--- src/rtl/famicom_pad.sv ---
// 4021-style controller responder on the $4016 D0 line: OUT_0 strobes a parallel
// load of the buttons, the rising edge of P4016_CUP shifts the next bit out.
module famicom_pad #(
    parameter int SYNC_STAGES  = 2,
    parameter int TURBO_PERIOD = 2
) (
    input  logic       CLK,
    input  logic       nRST,
    input  logic       OUT_0,
    input  logic       P4016_CUP,
    input  logic [7:0] BTN,
    input  logic [1:0] TURBO_EN,
    output logic       P4016_D0,
    output logic [3:0] BIT_IDX
);

    typedef enum logic {ST_LOAD, ST_SHIFT} state_t;

    localparam logic [3:0] TC_LAST = 4'(TURBO_PERIOD - 1);

    state_t                 r_state, w_state_nxt;
    logic [SYNC_STAGES-1:0] r_strb_sync, r_cup_sync;
    logic                   r_strb_d, r_cup_d;
    logic [7:0]             r_sr, w_sr_nxt;
    logic [3:0]             r_bit_idx, w_idx_nxt;
    logic [3:0]             r_tc;
    logic                   r_ph;
    logic                   r_d0;

    logic       w_strb, w_cup, w_strb_fall, w_cup_rise;
    logic [7:0] w_eff;

    assign w_strb      = r_strb_sync[SYNC_STAGES-1];
    assign w_cup       = r_cup_sync[SYNC_STAGES-1];
    assign w_strb_fall = ~w_strb & r_strb_d;
    assign w_cup_rise  = w_cup & ~r_cup_d;

    // Turbo gates A/B with the phase bit; directions pass through unfiltered.
    assign w_eff = {BTN[7:2],
                    BTN[1] & (~TURBO_EN[1] | r_ph),
                    BTN[0] & (~TURBO_EN[0] | r_ph)};

    always_ff @(posedge CLK or negedge nRST) begin
        if (!nRST) begin
            r_strb_sync <= '0;
            r_cup_sync  <= '1;
            r_strb_d    <= 1'b0;
            r_cup_d     <= 1'b1;
        end else begin
            r_strb_sync <= {r_strb_sync[SYNC_STAGES-2:0], OUT_0};
            r_cup_sync  <= {r_cup_sync[SYNC_STAGES-2:0], P4016_CUP};
            r_strb_d    <= w_strb;
            r_cup_d     <= w_cup;
        end
    end

    // A high strobe loads immediately, so a simultaneous CUP rise never shifts.
    always_comb begin
        w_state_nxt = r_state;
        w_sr_nxt    = r_sr;
        w_idx_nxt   = r_bit_idx;
        case (r_state)
            ST_LOAD: begin
                if (w_strb_fall) begin
                    w_state_nxt = ST_SHIFT;
                end else begin
                    w_sr_nxt  = w_eff;
                    w_idx_nxt = 4'd0;
                end
            end
            default: begin
                if (w_strb) begin
                    w_state_nxt = ST_LOAD;
                    w_sr_nxt    = w_eff;
                    w_idx_nxt   = 4'd0;
                end else if (w_cup_rise) begin
                    w_sr_nxt  = {1'b1, r_sr[7:1]};
                    w_idx_nxt = (r_bit_idx >= 4'd8) ? 4'd8 : r_bit_idx + 4'd1;
                end
            end
        endcase
    end

    always_ff @(posedge CLK or negedge nRST) begin
        if (!nRST) begin
            r_state   <= ST_SHIFT;
            r_sr      <= 8'h00;
            r_bit_idx <= 4'd0;
            r_d0      <= 1'b1;
        end else begin
            r_state   <= w_state_nxt;
            r_sr      <= w_sr_nxt;
            r_bit_idx <= w_idx_nxt;
            r_d0      <= ~w_sr_nxt[0];
        end
    end

    always_ff @(posedge CLK or negedge nRST) begin
        if (!nRST) begin
            r_tc <= 4'd0;
            r_ph <= 1'b1;
        end else if (w_strb_fall) begin
            if (r_tc >= TC_LAST) begin
                r_tc <= 4'd0;
                r_ph <= ~r_ph;
            end else begin
                r_tc <= r_tc + 4'd1;
            end
        end
    end

    assign P4016_D0 = r_d0;
    assign BIT_IDX  = r_bit_idx;

endmodule

--- config.mk ---
export PLATFORM = sky130hd
export DESIGN_NAME = famicom_pad
export DESIGN_NICKNAME = d
export VERILOG_FILES = /design/src/rtl/famicom_pad.sv
export SDC_FILE = /design/constraint.sdc
export NUM_CORES = 1
export LEC_CHECK = 0
export BUFFER_PORTS_ARGS = -buffer_cell sky130_fd_sc_hd__clkbuf_2
export CAP_MARGIN = 15
export CORE_MARGIN = 3
export CORE_UTILIZATION = 34
export CTS_BUF_LIST = sky130_fd_sc_hd__clkbuf_4
export CTS_CLUSTER_DIAMETER = 200
export CTS_CLUSTER_SIZE = 25
export DETAILED_ROUTE_END_ITERATION = 8
export SLEW_MARGIN = 20
export SYNTH_ARGS = -nofsm -noshare
export SYNTH_HDL_FRONTEND = slang
export SYNTH_SLANG_ARGS = --single-unit
export TNS_END_PERCENT = 1
--- constraint.sdc ---
create_clock -name CLK -period 1.68 [get_ports CLK]
set_input_delay 0.336 -clock CLK [delete_from_list [all_inputs] [get_ports CLK]]
set_output_delay 0.336 -clock CLK [all_outputs]
set_load 0.1 [all_outputs]
==> metrics.yaml <==
timing:
  rsz0062_at_grt: "no"
  final.hold.worst_slack_ps: -1.58
  finalClockSkew_ps: 3.51
  timing.final.crit_period_ps: 1560
  measured_slew_at_the_worst_slew_check_pin_ps: 605
  max-slew-margin-rel_pct: 59.7
  final_max_slew_viol_count: 0
  max_freq_mhz: 643
  final_period_util_pct: 92.6
  fin_ws_ps: 124
  timing_hold_violations_final: 2
  setup-violations-final: 0
  totalNegativeSetupSlack_ps: 0
die:
  die_x_um: 63.3
  initial_util_pct: 36.0
  boundaryPins: 19
  die_height_um: 63.3
  placementRows: 20
  die_area_um2: 4010
  floorplan_core_area_um2: 3100
min_path:
  worst_min_delay_path_category: "in -> async"
yosys:
  synthesis.yosys.warnings: 0
  leading_cell_type_by_number_of_instances_after_synthesis: "sky130_fd_sc_hd__dfrtp_1"
  ys_dominant_reg_cell: "sky130_fd_sc_hd__dfrtp_1"
  asyncSetResetFlopFracSynth_pct: 100
  synth_xor_xnor_area_share_pct: 0.785
  synth.cell_area_um2: 1120
  postSynthCellCount: 96
  yosysSeqAreaShare_pct: 56.7
  synth_nets: 115
  synth.top_cells.by_area: "sky130_fd_sc_hd__dfrtp_1 43%, sky130_fd_sc_hd__dfstp_2 14%, sky130_fd_sc_hd__ha_1 5.6%"
  synth.avg_cell_area_um2: 11.6
  synthSimpleGateAreaFrac_pct: 14.8
  netlist.area_leader.share_pct: 42.6
  yosys.cell_types.count: 32
  synth.largest_area_cell: "sky130_fd_sc_hd__dfrtp_1"
  synth_compound_gate_area_share_pct: 17.0
  synth_common_cells: "19 x sky130_fd_sc_hd__dfrtp_1, 8 x sky130_fd_sc_hd__a21oi_1, 6 x sky130_fd_sc_hd__dfstp_2, 6 x sky130_fd_sc_hd__nor3_1"
  synth_mux_area_share_pct: 0.897
  post_synth_edffs: 0
  number_of_synthesized_register_bits: 25
  synth_top_family_by_area: "compound AO/OA/AOI/OAI gates"
  synth_adder_area_share_pct: 5.61
clock_tree:
  clock_slew_at_the_register_clock_pins_of_the_worst_setup_and_hold_paths_ps: 130
  number_of_buffers_added_by_the_clock_tree_synthesis_step: 3
  clock_sink_count: 25
  tritoncts: "done"
  clock_path_buffers: 2
  htree_levels: 1
  cts_hold_buffers: 0
  post_cts.resized_instances: 0
  cts.repair_timing.setup_buffer_count: 0
  worst_skew_pair_later_pin_latency_ps: 310
  clock-root-buffer: "sky130_fd_sc_hd__clkbuf_4"
worst_setup_path:
  max_stage_delay_ps: 480
  r2r-end: "BIT_IDX[2]"
  path_buf_inv: 1
  path_depth: 1
  required_ps: 1340
  startpoint: "BIT_IDX[1]"
  crit-reg2reg-launch: "r_strb_sync[1]"
  register_to_register_setup_slack_ps: 240
  cp_max_fo: 4
  cp_slowest_cell: "sky130_fd_sc_hd__clkbuf_2"
  timing.critical_path.max_delay_family: "buffers and inverters"
  ff2ff_path_depth: 4
  timing.critical_path.from_type: "flop"
  criticalPathCategory: "reg -> out"
  endpoint_kind: "primary output"
  critical_path_arrival_ps: 1220
  crit_chain: "clkbuf_2"
  endpoint: "BIT_IDX[1]"
placement:
  gpl.final_weighted_congestion: 0.738
  io_buffers: 18
  placement.setup.worst_slack_ps: 239
  detailed_place.area_um2: 1260
  detailedPlacementHpwl_um: 1550
layout:
  final_cell_area_um2: 1290
  num-fill-cells: 316
  drive_above_1_share_pct: 29.9
  fin_util_pct: 41.5
  diodes: 0
  combined_area_of_the_multi_input_logic_cells_um2: 437
  layout.area.seq_um2: 634
  design.final.nets: 137
  flow.area_growth_from_synthesis_pct: 15.2
pwr:
  power_switching_share_pct: 31.3
  clock_network_fraction_of_total_power_pct: 20.6
  combinational_fraction_of_design_power_pct: 23.9
  max-vdd-ir-drop_mv: 0.449
  leakage_uw: 0.000577
  p_int_uw: 933
  final_total_power_uw: 1360
  cellPowerDensity_nw_per_um2: 1060
  sequentialPowerShare_pct: 55.5
  power.net_switching_uw: 425
global_routing:
  grt_pass1_vias: 872
  track_usage_pct: 11.8
  global_route.overflow_total: 0
  grt_start_max_net_pins: 26
  first_pass_grt_wire_length_um: 3820
  number_of_antenna_violations_at_the_first_check_in_global_routing: 0
drt:
  drc: 0
  routedWlPerCell_um: 13.3
  drt.antenna.violating_nets: 0
  firstDrtPassIters: 4
  detailroute.via_count: 795
  dr.first_iter.drc_count: 51
  via_density: 4.94
  finalWirelength_um: 2140
run_status:
  violations: "hold timing"
  run_status: "finished, violations left"
job:
  cap_viol_max_count: 0
-- layout make-up --
class | instances | area share [%]
clock buffers | 4 | 2.33
flip-flops and latches | 25 | 49.3
multi-input cells | 62 | 33.9
inverters | 6 | 1.75
well taps | 44 | 4.28
repair buffers | 20 | 8.37
-- flip-flops by register name, summed over array words and instances (netlist names) --
name,count
r_sr,8
BIT_IDX,4
r_tc,4
r_cup_sync,2
r_strb_sync,2
P4016_D0,1
r_cup_d,1
r_ph,1
r_state,1
r_strb_d,1
-- how the worst min path moves through the flow --
stage / startpoint / end / slack [ps] / cells past startpoint
after floorplan: nRST / BIT_IDX[0] / 40 / 0
after global placement: r_strb_sync[0] / r_strb_sync[1] / 340 / 0
after detailed placement: r_strb_sync[0] / r_strb_sync[1] / 340 / 0
after CTS: nRST / BIT_IDX[3] / 20 / 1
after global routing: nRST / BIT_IDX[3] / 20 / 1
final: nRST / BIT_IDX[3] / -2 / 1
-- power by group through the flow --
stage / Clock, uW / Combinational (uW) / Sequential (uW)
4_1_cts: 296 / 328 / 755
2_1_floorplan: 0 / 191 / 808
5_1_grt: 316 / 365 / 767
3_5_place_dp: 0 / 326 / 766
3_3_place_gp: 0 / 309 / 762
6_report: 280 / 324 / 754
-- metal layers --
metal  vias to the layer above  wire length, um  GRT usage, %
met5                         -                0             0
met4                         0               10          2.43
met3                         2               94          3.57
met2                        13             1020          20.0
met1                       389             1020          14.9
li1                        391                -             -
-- cells by family after synthesis --
group | count (synthesis)
DFF | 25
and+or+nand+nor | 28
adders and majority gates | 5
muxes | 1
xor gates and xnor gates | 1
AOI/OAI and AO/OA | 27
buffers and inverters | 9
-- layout by cell type, fill, tap and decap left out --
cell type / Yosys / routed
sky130_fd_sc_hd__dfrtp_1: 19 / 18
sky130_fd_sc_hd__clkbuf_2: 0 / 17
sky130_fd_sc_hd__a21oi_1: 8 / 8
sky130_fd_sc_hd__dfstp_2: 6 / 6
sky130_fd_sc_hd__nor3_1: 6 / 6
sky130_fd_sc_hd__inv_1: 5 / 5
sky130_fd_sc_hd__nand2b_1: 5 / 5
sky130_fd_sc_hd__a22oi_1: 5 / 5
sky130_fd_sc_hd__ha_1: 5 / 5
sky130_fd_sc_hd__nor2b_1: 4 / 4
sky130_fd_sc_hd__nand2_1: 4 / 4
sky130_fd_sc_hd__clkbuf_4: 0 / 4
sky130_fd_sc_hd__nor2_1: 3 / 3
sky130_fd_sc_hd__o2111ai_1: 3 / 3
sky130_fd_sc_hd__o21ai_0: 3 / 3
sky130_fd_sc_hd__buf_4: 1 / 3
sky130_fd_sc_hd__nand3_1: 2 / 2
sky130_fd_sc_hd__dfrtp_2: 0 / 1
sky130_fd_sc_hd__mux2i_1: 1 / 1
sky130_fd_sc_hd__o21bai_2: 1 / 1
sky130_fd_sc_hd__inv_2: 1 / 1
sky130_fd_sc_hd__a221o_1: 1 / 1
sky130_fd_sc_hd__a221oi_1: 1 / 1
sky130_fd_sc_hd__and3b_1: 1 / 1
sky130_fd_sc_hd__and2_1: 1 / 1
sky130_fd_sc_hd__nor4b_2: 1 / 1
sky130_fd_sc_hd__xor2_1: 1 / 1
sky130_fd_sc_hd__and4bb_2: 1 / 1
sky130_fd_sc_hd__a32oi_1: 1 / 1
sky130_fd_sc_hd__o32ai_1: 1 / 1
sky130_fd_sc_hd__a32o_1: 1 / 1
sky130_fd_sc_hd__o21ai_1: 1 / 1
sky130_fd_sc_hd__o22a_1: 1 / 1
-- per-stage QoR --
stage / hold slack, ps / instances
after floorplan: 40.4 / 96
after global placement: 336 / 157
after detailed placement: 337 / 157
after CTS: 21.0 / 161
after global routing: 22.3 / 161
final: -1.58 / 161
Power figures use the tool's default switching activity.
